$ cat src/rtl/dmem_axi_responder_pkg.sv
// Shared types for the data-memory AXI4-Lite responder.
// FSM state encoding and AXI response codes.
package dmem_axi_responder_pkg;

  typedef enum logic [2:0] {
    IDLE,
    RD_ADDR,
    RD_DATA,
    WR_REQ,
    WR_RESP,
    DONE
  } state_t;

  localparam logic [1:0] RESP_OKAY   = 2'b00;
  localparam logic [1:0] RESP_SLVERR = 2'b10;
  localparam logic [1:0] RESP_DECERR = 2'b11;

endpackage

$ cat src/rtl/dmem_axi_responder.sv
// Core data port to single-beat AXI4-Lite bridge.
// Stalls the core M stage until the bus access completes.
module dmem_axi_responder
  import dmem_axi_responder_pkg::*;
#(
  parameter int ADDR_W = 32,
  parameter int DATA_W = 32,
  parameter int STRB_W = DATA_W / 8
) (
  input  logic              clk,
  input  logic              rst,
  input  logic              mem_en,
  input  logic [ADDR_W-1:0] mem_addr,
  input  logic [STRB_W-1:0] mem_wen,
  input  logic [DATA_W-1:0] mem_wdata,
  output logic [DATA_W-1:0] mem_rdata,
  output logic              d_stall,
  output logic              bus_err,
  output logic [ADDR_W-1:0] araddr,
  output logic              arvalid,
  input  logic              arready,
  input  logic [DATA_W-1:0] rdata,
  input  logic [1:0]        rresp,
  input  logic              rvalid,
  output logic              rready,
  output logic [ADDR_W-1:0] awaddr,
  output logic              awvalid,
  input  logic              awready,
  output logic [DATA_W-1:0] wdata,
  output logic [STRB_W-1:0] wstrb,
  output logic              wvalid,
  input  logic              wready,
  input  logic [1:0]        bresp,
  input  logic              bvalid,
  output logic              bready
);

  localparam logic [ADDR_W-1:0] ALIGN_MASK =
    ~{{(ADDR_W-2){1'b0}}, 2'b11};

  state_t            r_state;
  state_t            w_state_next;
  logic [ADDR_W-1:0] r_addr;
  logic [STRB_W-1:0] r_wen;
  logic [DATA_W-1:0] r_wdata;
  logic [DATA_W-1:0] r_rdata;
  logic              r_bus_err;
  logic              r_aw_done;
  logic              r_w_done;
  logic              w_bus_err_next;
  logic              w_aw_done_next;
  logic              w_w_done_next;
  logic              w_latch;
  logic              w_cap_rd;
  logic              w_aw_all;
  logic              w_w_all;

  always_ff @(posedge clk or negedge rst) begin
    if (!rst) r_state <= IDLE;
    else      r_state <= w_state_next;
  end

  always_comb begin
    w_state_next   = r_state;
    w_bus_err_next = 1'b0;
    w_aw_done_next = r_aw_done;
    w_w_done_next  = r_w_done;
    w_latch        = 1'b0;
    w_cap_rd       = 1'b0;
    w_aw_all       = r_aw_done | (awvalid & awready);
    w_w_all        = r_w_done | (wvalid & wready);
    unique case (r_state)
      IDLE: begin
        if (mem_en) begin
          w_latch      = 1'b1;
          w_state_next = (|mem_wen) ? WR_REQ : RD_ADDR;
        end
      end
      RD_ADDR: begin
        if (arready) w_state_next = RD_DATA;
      end
      RD_DATA: begin
        if (rvalid) begin
          w_cap_rd       = 1'b1;
          w_bus_err_next = (rresp != RESP_OKAY);
          w_state_next   = DONE;
        end
      end
      WR_REQ: begin
        // Both handshakes may land in the same cycle.
        if (w_aw_all && w_w_all) begin
          w_aw_done_next = 1'b0;
          w_w_done_next  = 1'b0;
          w_state_next   = WR_RESP;
        end else begin
          w_aw_done_next = w_aw_all;
          w_w_done_next  = w_w_all;
        end
      end
      WR_RESP: begin
        if (bvalid) begin
          w_bus_err_next = (bresp != RESP_OKAY);
          w_state_next   = DONE;
        end
      end
      DONE:    w_state_next = IDLE;
      default: w_state_next = IDLE;
    endcase
  end

  always_ff @(posedge clk or negedge rst) begin
    if (!rst) begin
      r_addr    <= '0;
      r_wen     <= '0;
      r_wdata   <= '0;
      r_rdata   <= '0;
      r_bus_err <= 1'b0;
      r_aw_done <= 1'b0;
      r_w_done  <= 1'b0;
    end else begin
      r_bus_err <= w_bus_err_next;
      r_aw_done <= w_aw_done_next;
      r_w_done  <= w_w_done_next;
      if (w_latch) begin
        r_addr  <= mem_addr & ALIGN_MASK;
        r_wen   <= mem_wen;
        r_wdata <= mem_wdata;
      end
      if (w_cap_rd) r_rdata <= rdata;
    end
  end

  assign arvalid   = (r_state == RD_ADDR);
  assign rready    = (r_state == RD_DATA);
  assign awvalid   = (r_state == WR_REQ) && !r_aw_done;
  assign wvalid    = (r_state == WR_REQ) && !r_w_done;
  assign bready    = (r_state == WR_RESP);
  assign araddr    = r_addr;
  assign awaddr    = r_addr;
  assign wdata     = r_wdata;
  assign wstrb     = r_wen;
  assign mem_rdata = r_rdata;
  assign bus_err   = r_bus_err;
  assign d_stall   = (r_state == IDLE) ? mem_en
                   : (r_state != DONE);

endmodule

$ cat config.mk
export PLATFORM = sky130hd
export DESIGN_NAME = dmem_axi_responder
export DESIGN_NICKNAME = d
export VERILOG_FILES = /design/src/rtl/dmem_axi_responder_pkg.sv /design/src/rtl/dmem_axi_responder.sv
export SDC_FILE = /design/constraint.sdc
export NUM_CORES = 1
export LEC_CHECK = 0
export CORE_AREA = 2 2 155 81
export CTS_BUF_LIST = sky130_fd_sc_hd__clkbuf_16
export CTS_CLUSTER_SIZE = 24
export DETAILED_ROUTE_END_ITERATION = 6
export DIE_AREA = 0 0 157 83
export PLACE_DENSITY = 0.89
export SYNTH_ARGS = -nofsm -noshare
export SYNTH_HDL_FRONTEND = slang
export SYNTH_SLANG_ARGS = --single-unit
$ cat constraint.sdc
create_clock -name clk -period 1.9 [get_ports clk]
set_input_delay 0.38 -clock clk [delete_from_list [all_inputs] [get_ports clk]]
set_output_delay 0.38 -clock clk [all_outputs]
set_load 0.03 [all_outputs]
# [After elaboration in Yosys (flattened, before gate mapping)]
# Cells that the tools add are included.
[totals] word_cells=49 ff_bits=104
[classes] bitwise=4 n_reduce_logical=10 n_mux=17 eq_ne=10
[op_table] operator="two-way mux 3 bit" n=5
[op_table] operator="one-hot mux 3 bit (5 select lines)" n=1
[op_table] operator="two-way mux 1 bit" n=9
[op_table] operator="inequality test 2 bit, second input constant" n=4
[op_table] operator="== test 3 x 2 -> 1 bit, second input constant" n=2
[op_table] operator="AND reduction 5 bit" n=1
[op_table] operator="nonzero test 2 bit" n=2
[op_table] operator="OR reduction 4 bit" n=1
[op_table] operator="== test 3 x 1 -> 1 bit, second input constant" n=1
[op_table] operator="== test 3 bit, second input constant" n=1
[op_table] operator="logical AND 1 bit" n=3
[op_table] operator="zero test 3 bit" n=1
[op_table] operator="inequality test 3 bit, second input constant" n=1
[op_table] operator="AND 1 bit" n=2
[op_table] operator="zero test 1 bit" n=2
[op_table] operator="two-way mux 2 bit" n=1
[op_table] operator="inequality test 2 x 1 -> 1 bit, second input constant" n=1
[op_table] operator="OR 1 bit" n=2
[op_table] operator="one-hot mux 1 bit (2 select lines)" n=1

# [Depth between registers and ports, before layout]
# Gate-level depths: netlist of run 1.
[depth] depth_word=7 depth_mapped=6 mapped_depth_nobuf=5

# [Worst setup path before layout of run 1]
# Ideal clock, no wire load.
[synth_path] path_type="reg2out" startpoint="reg r_state[1]" endpoint="out awvalid" setup_slack_ns=0.268 t_arrival_ns=1.252 path_stages_with_launch=5 t_required_ns=1.520 n_path_buf=1 path_cell_list="dfrtp_1 > buf_2 > nor2b_1 > nand2_1 > nor2_1"
[synth_between] elab_chain_cells=2
[synth_lines] item="start, declared" line="dmem_axi_responder.sv:41" rtl="state_t r_state;"
[synth_lines] item="start signal, assigned" line="dmem_axi_responder.sv:60" rtl="else r_state <= w_state_next;"
[synth_lines] item="== test 3 x 2 -> 1 bit" line="dmem_axi_responder.sv:135" rtl="assign awvalid = (r_state == WR_REQ) && !r_aw_done;"
[synth_lines] item="logical AND 1 bit" line="dmem_axi_responder.sv:135"
[synth_lines] item="end, declared" line="dmem_axi_responder.sv:27" rtl="output logic awvalid,"
# No other way between the ends.

# [Final worst setup path of run 1]
# Same ends and word-level chain as after synthesis.

==> results of run 1 <==
-- worst max-delay path by stage --
stage | cells past startpoint | startpoint | end | slack, ps
2_1_floorplan | 4 | r_state[1] | awvalid | 270
4_1_cts | 4 | r_state[2] | arvalid | 8
3_5_place_dp | 5 | mem_en | d_stall | -330
6_report | 5 | r_state[1] | awvalid | 80
5_1_grt | 5 | r_state[1] | awvalid | 20
3_3_place_gp | 5 | mem_en | d_stall | -340
-- registers in the layout (all words and copies together) (netlist names) --
signal and flops:
wdata 32, r_aw_done 1, r_state 3, mem_rdata 32, r_w_done 1, bus_err 1, araddr 30, wstrb 4
-- cells in the final DEF (no fill, tap or decap), types with 3 or more instances in the layout --
cell / count
sky130_fd_sc_hd__nor2_1: 9
sky130_fd_sc_hd__clkbuf_16: 9
sky130_fd_sc_hd__mux2_2: 29
sky130_fd_sc_hd__buf_12: 5
sky130_fd_sc_hd__buf_4: 16
sky130_fd_sc_hd__dfrtp_1: 104
sky130_fd_sc_hd__o21ai_0: 3
sky130_fd_sc_hd__conb_1: 4
sky130_fd_sc_hd__inv_6: 3
sky130_fd_sc_hd__clkdlybuf4s50_1: 237
sky130_fd_sc_hd__mux2_1: 69
sky130_fd_sc_hd__a21oi_1: 4
sky130_fd_sc_hd__o21a_1: 3
-- critical path, delay by kind of cell (launching register included) --
kind / cells / cell delay [ps]
DFF: 1 / 370
and+or+nand+nor: 3 / 370
buffers and inverters: 2 / 360
-- power breakdown --
part	internal, mW	switching [mW]	total [mW]	leakage, nW
logic	3.81	4.60	8.41	1.57
registers	3.36	0.676	4.04	1.23
clock network	1.02	0.809	1.83	0.149
total	8.20	6.09	14.3	2.95
-- per-stage QoR --
step           instance area [um2]  TNS (ps)  hold WS (ps)  instances  utilization (%)
3_5_place_dp                  6810    -12490           479        672             58.8
6_report                      7110         0          87.3        688             61.3
3_3_place_gp                  6810    -12560           466        672             58.8
2_1_floorplan                 4390         0          84.4        295                -
4_1_cts                       7100         0           117        688             61.3
5_1_grt                       7110         0           114        688             61.3
-- kinds of logic (layout without fill, tap and decap cells) --
kind of cell	Yosys count	in the layout	share of synthesized area [%]
AO/OA/AOI/OAI	15	15	2.14
buffers and inverters	49	277	9.37
flip-flops	104	104	59.4
multiplexers	100	100	25.6
other	1	4	0.0856
AND/OR/NAND/NOR	23	23	3.34
-- per-layer routing --
metal	vias up	GRT usage [%]	routed length (um)
li1	1430	-	-
met1	1501	19.3	4340
met2	133	29.0	5510
met3	7	6.52	963
met4	0	3.75	84
met5	-	0	0
-- cell type report --
| cell class | instances | area (um2) | area share, % |
|---|---|---|---|
| multi-input combinational | 142 | 1400 | 19.7 |
| tap | 165 | 206 | 2.90 |
| clock inverter | 7 | 68.8 | 0.968 |
| inverter | 1 | 3.75 | 0.0528 |
| timing repair buffer | 260 | 2600 | 36.6 |
| clock buffer | 9 | 225 | 3.17 |
| sequential | 104 | 2600 | 36.6 |
-- what timing repair did --
item / 4_1_cts / 5_1_grt
hold endpoints to repair: 0 / 0
endpoints found under the setup margin: 3 / 4
gates resized for setup: 8 / 3
==> results.md, run 1 <==
| Group | Result | Value |
| --- | --- | --- |
| worst setup path | Highest-delay cell along the critical path | sky130_fd_sc_hd__dfrtp_1 |
| synthesis | Area contributors post-synth | sky130_fd_sc_hd__dfrtp_1, sky130_fd_sc_hd__mux2_1, sky130_fd_sc_hd__mux2_2 |
| worst setup path | RR Startpoint | r_state[2] |
| sta | Final setup violating endpoints | 0 |
| die | Top-level port count | 251 |
| finish | Final nets | 630 |
| synthesis | Library cell occupying the most area in the post-synthesis netlist | sky130_fd_sc_hd__dfrtp_1 |
| drt | Via count | 3,071 |
| drt | DR vias/cell | 4.46 |
| worst hold path | Hold Path Class | input port to async pin |
| synthesis | Total number of yosys warnings | 0 |
| pwr | Peak supply drop | 1.45 mV |
| die | Die Outline Area | 13,000 um2 |
| synthesis | Area share of the largest cell type after synthesis | 59.4% |
| pwr | Static Leak | 2.95 nW |
| synthesis | Distinct cell type count after synthesis | 29 |
| clock tree | Clock root buffer master | sky130_fd_sc_hd__clkbuf_16 |
| sta | Post-route setup slack | 84.5 ps |
| global route | Vias in the first global route | 3,231 |
| sta | Achievable clock frequency | 551 MHz |
| clock tree | Clk Latency, worst-skew pair | 340 ps |
| sta | Post-layout min period | 1820 ps |
| sta | Slew Limit Headroom | 63.6% |
| global route | Global-route wire length before repair | 16,900 um |
| placed design | Port Buffers | 244 |
| worst setup path | Worst path most repeated cell | sky130_fd_sc_hd__buf_4 |
| finish | Fill cells | 874 |
| die | Height of the chip | 83 um |
| worst setup path | R2R Path End | mem_rdata[16] |
| sta | Least-Margin Pin Slew | 546 ps |
| drt | Total length of routed wires | 10,900 um |
| synthesis | Cell count after synthesis | 292 |
| finish | Share of layout cells above drive strength 1 | 13.6% |
| die | Effective utilization at floorplan | 37.8% |
| worst setup path | Largest fanout on the critical path | 10 |
| pwr | Overall Power | 14.3 mW |
| clock tree | CTS H-tree lvls | 3 |
| worst setup path | R2R cell count | 5 |
| finish | Ant diodes | 0 |
| worst setup path | Start-to-end type of the worst setup path | register to output pin |
| sta | Hold violation total from the final report | 0 |
| worst setup path | Required arrival time at the worst endpoint | 1520 ps |
| drt | DRC violation total after the first TritonRoute iteration | 85 |
| synthesis | Count of flip-flops with a built-in enable after synthesis | 0 |
| synthesis | Top cells by count, synth | sky130_fd_sc_hd__dfrtp_1, sky130_fd_sc_hd__mux2_1, sky130_fd_sc_hd__buf_4 |
| synthesis | Summed instance area of the synthesized netlist | 4380 um2 |
| placed design | Routability congestion estimate from global placement | 0.731 |
| worst setup path | Endpoint arrival time on the critical path | 1440 ps |
| clock tree | Number of buffers on the longest clock path | 2 |
| clock tree | Num CTS Buffers | 9 |
| die | Die Width | 157 um |
| global route | Largest net degree at the start of global routing | 105 |
| global route | Total grt overflow | 0 |
| clock tree | # hold bufs at CTS | 0 |
| worst setup path | Setup slack of the most critical reg-to-reg path | 130 ps |
| drt | First-pass DRT Iterations | 4 |
| worst setup path | Max stage delay on crit path | 370 ps |
| drt | Residual DRC count | 0 |
| synthesis | Library cell with the highest instance count after synthesis | sky130_fd_sc_hd__dfrtp_1 |
| sta | RSZ-0062 raised after global routing | false |
| sta | Max-slew violation count | 0 |
| global route | All-layer global routing usage | 16.6% |
| sta | Tcrit/Tclk final | 95.6% |
| global route | Number of antenna violations at the first check in global routing | 0 |
| drt | Routed len/inst | 15.8 um |
| finish | Syn-to-layout area delta | 62.3% |
| job | Max_cap viols | 0 |
| status | Outcome | completed |
| clock tree | Setup Buffers After CTS | 0 |
| synthesis | Flop and latch count out of synthesis | 104 |
| drt | Number of nets with antenna violations after routing | 0 |
| clock tree | Register clock-pin slew on the reported worst setup and hold paths | 70 ps |
| synthesis | Most common flop cell mapped by yosys | sky130_fd_sc_hd__dfrtp_1 |
| synthesis | Share of the yosys chip area belonging to registers | 59.4% |
| pwr | Power per unit of standard cell area | 2010 nW/um2 |
| placed design | Post-DP HPWL | 8470 um |
| synthesis | Avg Cell Area, Syn | 15.0 um2 |
| clock tree | Number of sinks on the clock net | 104 |
| sta | Worst clock skew | 10.2 ps |
| worst setup path | Crit path capture type | output pin |
| synthesis | Proportion of register bits with asynchronous set or reset after synthesis | 100% |
| clock tree | TritonCTS clock tree | built |
| die | Number of core rows | 28 |
| die | Core area | 11,600 um2 |
| placed design | Setup slack after placement | -331 ps |
| worst setup path | Cell-by-cell trace of the critical path | buf_4 -> nor2b_4 -> nand2_1 -> nor2_1 -> buf_4 |
| worst setup path | Startpoint Class | register |
No activity file was read; power rests on OpenSTA's default activity.
==> run 2, diff against run 1 <==
--- a/config.mk
+++ b/config.mk
@@ -5,11 +5,11 @@
 export SDC_FILE = /design/constraint.sdc
 export NUM_CORES = 1
 export LEC_CHECK = 0
-export CORE_AREA = 2 2 155 81
+export CORE_AREA = 5 5 158 84
 export CTS_BUF_LIST = sky130_fd_sc_hd__clkbuf_16
 export CTS_CLUSTER_SIZE = 24
 export DETAILED_ROUTE_END_ITERATION = 6
-export DIE_AREA = 0 0 157 83
+export DIE_AREA = 0 0 163 89
 export PLACE_DENSITY = 0.89
 export SYNTH_ARGS = -nofsm -noshare
 export SYNTH_HDL_FRONTEND = slang
==> constraint.sdc (replaced) <==
create_clock -name clk -period 1.95 [get_ports clk]
set_input_delay 0.39 -clock clk [delete_from_list [all_inputs] [get_ports clk]]
set_output_delay 0.39 -clock clk [all_outputs]
set_load 0.03 [all_outputs]
==> results.md, run 2 (synthesized netlist as in run 1, its figures left out) <==
| Group | Result | Value | vs previous |
| --- | --- | --- | --- |
| status | Outcome | completed | unchanged |
| worst setup path | Largest fanout on the critical path | 2 | was 10 |
| finish | Fill cells | 932 | was 874 |
| die | Die Width | 163 um | was 157 um |
| sta | RSZ-0062 raised after global routing | false | unchanged |
| worst setup path | Required arrival time at the worst endpoint | 1560 ps | was 1520 ps |
| global route | Global-route wire length before repair | 19,500 um | was 16,900 um |
| clock tree | Register clock-pin slew on the reported worst setup and hold paths | 80 ps | was 70 ps |
| sta | Max-slew violation count | 0 | unchanged |
| clock tree | Number of sinks on the clock net | 104 | unchanged |
| worst setup path | Max stage delay on crit path | 440 ps | was 370 ps |
| global route | All-layer global routing usage | 17.5% | was 16.6% |
| global route | Vias in the first global route | 3,546 | was 3,231 |
| worst setup path | Setup slack of the most critical reg-to-reg path | 210 ps | was 130 ps |
| global route | Total grt overflow | 0 | unchanged |
| placed design | Post-place instance area | 6950 um2 | was 6810 um2 |
| worst setup path | Cell-by-cell trace of the critical path | clkdlybuf4s50_1 -> nor3_2 -> a21oi_1 -> or2_2 -> buf_2 | was buf_4 -> nor2b_4 -> nand2_1 -> nor2_1 -> buf_4 |
| worst setup path | Endpoint arrival time on the critical path | 1490 ps | was 1440 ps |
| sta | Post-layout min period | 1880 ps |  |
| clock tree | Number of buffers on the longest clock path | 2 | unchanged |
| worst setup path | Highest-delay cell along the critical path | sky130_fd_sc_hd__clkdlybuf4s50_1 | was sky130_fd_sc_hd__dfrtp_1 |
| sta | Post-route setup slack | 65.1 ps | was 84.5 ps |
| finish | Most common cell after layout, fill and taps aside | sky130_fd_sc_hd__clkdlybuf4s50_1 | unchanged |
| drt | DR vias/cell | 4.48 | was 4.46 |
| die | Height of the chip | 89 um | was 83 um |
| sta | Slew Limit Headroom | 55.1% | was 63.6% |
| worst hold path | Hold Path Class | input port to async pin | unchanged |
| worst setup path | R2R cell count | 5 | unchanged |
| sta | Worst Hold Slack | 68.8 ps | was 87.3 ps |
| die | Core area | 11,600 um2 | about the same |
| job | Max_cap viols | 0 | unchanged |
| worst setup path | RR Startpoint | r_state[2] | unchanged |
| drt | Routed len/inst | 18.3 um | was 15.8 um |
| pwr | Peak supply drop | 0.873 mV | was 1.45 mV |
| drt | Number of nets with antenna violations after routing | 0 | unchanged |
| die | Die Outline Area | 14,500 um2 | was 13,000 um2 |
| placed design | Port Buffers | 244 | unchanged |
| worst setup path | Startpoint Class | input port | was register |
| drt | Total length of routed wires | 12,800 um | was 10,900 um |
| drt | First-pass DRT Iterations | 4 | unchanged |
| finish | Syn-to-layout area delta | 67.0% | was 62.3% |
| sta | Worst clock skew | 11.7 ps | was 10.2 ps |
| pwr | Power per unit of standard cell area | 1970 nW/um2 | was 2010 nW/um2 |
| global route | Number of antenna violations at the first check in global routing | 0 | unchanged |
| clock tree | Clk Latency, worst-skew pair | 340 ps | about the same |
| drt | Via count | 3,120 | was 3,071 |
| die | Number of core rows | 28 | unchanged |
| finish | Ant diodes | 0 | unchanged |
| sta | Achievable clock frequency | 531 MHz |  |
| worst setup path | R2R Path End | araddr[29] | was mem_rdata[16] |
| global route | Largest net degree at the start of global routing | 50 | was 105 |
| placed design | Number of instances in the placed design | 681 | was 672 |
| finish | Design area | 7310 um2 | was 7110 um2 |
| clock tree | Num CTS Buffers | 9 | unchanged |
| sta | Final setup violating endpoints | 0 | unchanged |
| finish | Final nets | 638 | was 630 |
| sta | Hold violation total from the final report | 0 | unchanged |
| die | Effective utilization at floorplan | 37.7% | was 37.8% |
| die | Top-level port count | 251 | unchanged |
| placed design | Routability congestion estimate from global placement | 0.827 | was 0.731 |
| sta | Least-Margin Pin Slew | 673 ps | was 546 ps |
| placed design | Setup slack after placement | -338 ps | was -331 ps |
| pwr | Static Leak | 3.03 nW | was 2.95 nW |
| worst setup path | Start-to-end type of the worst setup path | input port to output pin | was register to output pin |
| sta | Tcrit/Tclk final | 96.7% |  |
| finish | Most used cells in the layout excluding fill and tap cells | sky130_fd_sc_hd__clkdlybuf4s50_1, sky130_fd_sc_hd__dfrtp_1, sky130_fd_sc_hd__mux2_1 | unchanged |
| clock tree | TritonCTS clock tree | built | unchanged |
| drt | DRC violation total after the first TritonRoute iteration | 69 | was 85 |
| worst setup path | Crit path capture type | output pin | unchanged |
| placed design | Post-DP HPWL | 10,400 um | was 8470 um |
| clock tree | CTS H-tree lvls | 3 | unchanged |
| drt | Residual DRC count | 0 | unchanged |
| finish | Post-route insts no fill | 696 | was 688 |
| finish | Share of layout cells above drive strength 1 | 16.2% | was 13.6% |
| clock tree | Clock root buffer master | sky130_fd_sc_hd__clkbuf_16 | unchanged |
-- run 2: cell types whose count changed in the layout (fill, tap and decap cells not counted), sizes merged --
cell | previous run | this run
clkbuf | 10 | 9
inv | 5 | 3
clkinvlp | 0 | 1
bufinv | 1 | 2
buf | 22 | 31
-- run 2: where the power goes --
| part | total (mW) | internal, mW | switching, mW |
|---|---|---|---|
| Combinational | 8.49 | 3.89 | 4.60 |
| Sequential | 3.96 | 3.28 | 0.688 |
| Clock | 1.97 | 1.14 | 0.828 |
-- run 2: worst max-delay path, delay by kind of cell --
kind	cells	cell delay [ps]
compound gates	1	70
simple gates	2	410
buf+inv	2	630
-- run 2: what timing repair did --
action | 4_1_cts | 5_1_grt
resized for setup | 14 | 4
endpoints found under the setup margin | 4 | 2
hold buffers | 0 | 0
setup buffers | 0 | 0
pin swaps | 1 | 0
-- run 2: worst max path at each step --
stage / from / end / slack (ps) / cells past startpoint
floorplan: r_state[1] / awvalid / 310 / 4
global placement: mem_en / d_stall / -340 / 5
detailed placement: mem_en / d_stall / -340 / 5
CTS: r_state[2] / d_stall / 50 / 4
global route: r_state[1] / bready / 20 / 5
finish: mem_en / d_stall / 70 / 5
-- run 2: final cells by class --
class                   instances  area, um2  area share, %
clock buffers                   9        225           3.08
clock inverters                 7        103           1.40
inverters                       1       3.75         0.0513
multi-input cells             142       1430           19.5
flip-flops and latches        104       2600           35.6
well taps                     165        206           2.82
repair buffers                268       2750           37.6
-- run 2: per-stage QoR --
| stage | TNS (ps) | power [mW] | utilization, % |
|---|---|---|---|
| after CTS | 0 | 14.6 | 62.8 |
| after global placement | -7720 | 12.3 | 59.8 |
| after detailed placement | -8960 | 12.5 | 59.8 |
| final | 0 | 14.4 | 62.9 |
| after floorplan | 0 | 8.97 | - |
| after global routing | 0 | 15.1 | 62.9 |
-- run 2: layer usage --
| layer | track usage [%] | part of all wire, % | up-vias |
|---|---|---|---|
| met5 | 0 | 0 | - |
| met4 | 5.18 | 2.0 | 0 |
| met3 | 3.78 | 3.6 | 20 |
| met2 | 35.5 | 59 | 73 |
| met1 | 18.6 | 35 | 1581 |
| li1 | - | - | 1446 |
==> run 3, diff against run 2 <==
--- a/config.mk
+++ b/config.mk
@@ -5,11 +5,12 @@
 export SDC_FILE = /design/constraint.sdc
 export NUM_CORES = 1
 export LEC_CHECK = 0
-export CORE_AREA = 5 5 158 84
+export ABC_AREA = 1
+export CORE_AREA = 5 5 159 85
 export CTS_BUF_LIST = sky130_fd_sc_hd__clkbuf_16
 export CTS_CLUSTER_SIZE = 24
 export DETAILED_ROUTE_END_ITERATION = 6
-export DIE_AREA = 0 0 163 89
+export DIE_AREA = 0 0 164 90
 export PLACE_DENSITY = 0.89
 export SYNTH_ARGS = -nofsm -noshare
 export SYNTH_HDL_FRONTEND = slang
==> results.md, run 3 <==
| Group | Result | Value | vs previous |
| --- | --- | --- | --- |
| clock tree | Clock root buffer master | sky130_fd_sc_hd__clkbuf_16 | unchanged |
| clock tree | Register clock-pin slew on the reported worst setup and hold paths | 70 ps | was 80 ps |
| synthesis | Distinct cell type count after synthesis | 21 | was 29 |
| clock tree | CTS H-tree lvls | 3 | unchanged |
| die | Effective utilization at floorplan | 37.6% | was 37.7% |
| synthesis | Area contributors post-synth | sky130_fd_sc_hd__dfrtp_1, sky130_fd_sc_hd__mux2_4, sky130_fd_sc_hd__nand2_1 | was sky130_fd_sc_hd__dfrtp_1, sky130_fd_sc_hd__mux2_1, sky130_fd_sc_hd__mux2_2 |
| clock tree | Number of buffers on the longest clock path | 2 | unchanged |
| drt | Residual DRC count | 0 | unchanged |
| pwr | Peak supply drop | 1.01 mV | was 0.873 mV |
| finish | Fill cells | 985 | was 932 |
| finish | Ant diodes | 0 | unchanged |
| worst hold path | Hold Path Class | input port to async pin | unchanged |
| sta | Slew Limit Headroom | 62.3% | was 55.1% |
| drt | DR vias/cell | 4.59 | was 4.48 |
| synthesis | Total number of yosys warnings | 0 | unchanged |
| worst setup path | Start-to-end type of the worst setup path | register to output pin | was input port to output pin |
| sta | Max-slew violation count | 0 | unchanged |
| clock tree | # hold bufs at CTS | 0 | unchanged |
| worst setup path | Endpoint arrival time on the critical path | 1490 ps | about the same |
| global route | Largest net degree at the start of global routing | 105 | was 50 |
| sta | Worst clock skew | 10.7 ps | was 11.7 ps |
| die | Core area | 12,100 um2 | was 11,600 um2 |
| die | Number of core rows | 29 | was 28 |
| finish | Share of layout cells above drive strength 1 | 17.0% | was 16.2% |
| finish | Post-route insts no fill | 775 | was 696 |
| sta | Least-Margin Pin Slew | 565 ps | was 673 ps |
| synthesis | Library cell with the highest instance count after synthesis | sky130_fd_sc_hd__dfrtp_1 | unchanged |
| finish | Final nets | 713 | was 638 |
| synthesis | Most common flop cell mapped by yosys | sky130_fd_sc_hd__dfrtp_1 | unchanged |
| global route | Number of antenna violations at the first check in global routing | 0 | unchanged |
| worst setup path | Largest fanout on the critical path | 6 | was 2 |
| die | Top-level port count | 251 | unchanged |
| synthesis | Flop and latch count out of synthesis | 104 | unchanged |
| clock tree | Num CTS Buffers | 9 | unchanged |
| drt | Total length of routed wires | 13,200 um | was 12,800 um |
| drt | Via count | 3,557 | was 3,120 |
| worst setup path | Startpoint Class | register | was input port |
| synthesis | Area share of the largest cell type after synthesis | 57.1% | was 59.4% |
| worst setup path | Required arrival time at the worst endpoint | 1560 ps | about the same |
| die | Height of the chip | 90 um | was 89 um |
| pwr | Power per unit of standard cell area | 1930 nW/um2 | was 1970 nW/um2 |
| clock tree | TritonCTS clock tree | built | unchanged |
| global route | Total grt overflow | 0 | unchanged |
| finish | Syn-to-layout area delta | 59.8% | was 67.0% |
| placed design | Post-DP HPWL | 9850 um | was 10,400 um |
| drt | First-pass DRT Iterations | 4 | unchanged |
| finish | Utilization after layout | 60.1% | was 62.9% |
| sta | Tcrit/Tclk final | 96.4% | was 96.7% |
| die | Die Width | 164 um | was 163 um |
| drt | Number of nets with antenna violations after routing | 0 | unchanged |
| sta | Achievable clock frequency | 532 MHz | was 531 MHz |
| status | Outcome | completed | unchanged |
| drt | DRC violation total after the first TritonRoute iteration | 151 | was 69 |
| synthesis | Share of the yosys chip area belonging to registers | 57.1% | was 59.4% |
| synthesis | Avg Cell Area, Syn | 11.9 um2 | was 15.0 um2 |
| synthesis | Proportion of register bits with asynchronous set or reset after synthesis | 100% | unchanged |
| placed design | Routability congestion estimate from global placement | 0.820 | was 0.827 |
| clock tree | Clk Latency, worst-skew pair | 340 ps | about the same |
| drt | Routed len/inst | 17.0 um | was 18.3 um |
| die | Die Outline Area | 14,800 um2 | was 14,500 um2 |
| synthesis | Summed instance area of the synthesized netlist | 4560 um2 | was 4380 um2 |
| placed design | Number of instances in the placed design | 756 | was 681 |
| synthesis | Cell count after synthesis | 383 | was 292 |
| synthesis | Top cells by count, synth | sky130_fd_sc_hd__dfrtp_1, sky130_fd_sc_hd__nand2_1, sky130_fd_sc_hd__mux2_4, sky130_fd_sc_hd__nand3_1, sky130_fd_sc_hd__buf_4 | was sky130_fd_sc_hd__dfrtp_1, sky130_fd_sc_hd__mux2_1, sky130_fd_sc_hd__buf_4 |
| global route | All-layer global routing usage | 17.1% | was 17.5% |
| pwr | Static Leak | 3.38 nW | was 3.03 nW |
| placed design | Port Buffers | 244 | unchanged |
| sta | Hold violation total from the final report | 0 | unchanged |
| worst setup path | Crit path capture type | output pin | unchanged |
| finish | Most used cells in the layout excluding fill and tap cells | sky130_fd_sc_hd__clkdlybuf4s50_1, sky130_fd_sc_hd__dfrtp_1, sky130_fd_sc_hd__nand2_1 | was sky130_fd_sc_hd__clkdlybuf4s50_1, sky130_fd_sc_hd__dfrtp_1, sky130_fd_sc_hd__mux2_1 |
| job | Max_cap viols | 0 | unchanged |
| synthesis | Count of flip-flops with a built-in enable after synthesis | 0 | unchanged |
| sta | Post-layout min period | 1880 ps | about the same |
| sta | Final setup violating endpoints | 0 | unchanged |
| synthesis | Library cell occupying the most area in the post-synthesis netlist | sky130_fd_sc_hd__dfrtp_1 | unchanged |
| global route | Global-route wire length before repair | 20,200 um | was 19,500 um |
| clock tree | Number of sinks on the clock net | 104 | unchanged |
| finish | Most common cell after layout, fill and taps aside | sky130_fd_sc_hd__clkdlybuf4s50_1 | unchanged |
| global route | Vias in the first global route | 3,749 | was 3,546 |
run 3: critical path, stage by stage (launching register included):
cell,delay [ps]
sky130_fd_sc_hd__dfrtp_1,410
sky130_fd_sc_hd__buf_6,150
sky130_fd_sc_hd__nand2_1,90
sky130_fd_sc_hd__nor2_4,150
sky130_fd_sc_hd__inv_1,90
sky130_fd_sc_hd__nor2_1,90
sky130_fd_sc_hd__buf_4,170
run 3: path summary, 6_finish.rpt:
path / to / slack [ps] / from / depth (start not counted)
max: wvalid / 70 / r_state[0] / 6
min: araddr[31] / 120 / rst / 2
max reg2reg: mem_rdata[20] / 340 / r_state[2] / 7
min reg2reg: mem_rdata[1] / 470 / mem_rdata[1] / 2
max in group asynchronous: wdata[15] / 1400 / rst / 2
min in group clk: mem_rdata[1] / 470 / mem_rdata[1] / 2
run 3: cell type report:
| class | count | area [um2] | share of cell area [%] |
|---|---|---|---|
| multi-input cells | 213 | 1550 | 21.3 |
| clock inverters | 6 | 67.6 | 0.927 |
| repair buffers | 257 | 2570 | 35.3 |
| inverters | 16 | 60.1 | 0.824 |
| flip-flops and latches | 104 | 2600 | 35.7 |
| clock buffers | 9 | 225 | 3.09 |
| well taps | 170 | 213 | 2.92 |
run 3: power breakdown:
part / internal, mW / total (mW) / switching [mW]
Clock: 0.996 / 1.81 / 0.809
Combinational: 3.80 / 8.36 / 4.56
Sequential: 3.22 / 3.92 / 0.707
Total: 8.01 / 14.1 / 6.08
run 3: per-stage QoR:
| step | setup TNS (ps) | area [um2] | worst slack [ps] | hold slack [ps] | power [mW] |
|---|---|---|---|---|---|
| final | 0 | 7290 | 69.6 | 115 | 14.1 |
| after global routing | -25.1 | 7290 | -15.9 | 154 | 14.8 |
| after detailed placement | 0 | 6950 | 157 | 459 | 12.3 |
| after floorplan | 0 | 4570 | 338 | 94.4 | 9.12 |
| after global placement | 0 | 6950 | 176 | 454 | 12.0 |
| after CTS | 0 | 7240 | 21.2 | 139 | 14.1 |
run 3: kinds of logic (layout without fill, tap and decap cells):
kind of cell / Yosys count / after routing / share of synthesized area (%)
and+or+nand+nor: 136 / 136 / 12.8
DFF: 104 / 104 / 57.1
buffers and inverters: 69 / 288 / 9.63
muxes: 66 / 66 / 19.6
AOI/OAI and AO/OA: 7 / 7 / 0.878
other: 1 / 4 / 0.0822
run 3: per-layer routing:
metal | wire [um] | GRT usage, % | part of all wire, %
met1 | 5380 | 20.6 | 41
met2 | 6200 | 27.9 | 47
met3 | 1410 | 8.09 | 11
met4 | 165 | 4.12 | 1.3
met5 | 0 | 0 | 0
run 3: what timing repair did:
item | in CTS | in global routing
pin swaps | 0 | 2
buffers inserted | 0 | 4
resized for setup | 3 | 5
setup endpoints to repair | 4 | 4
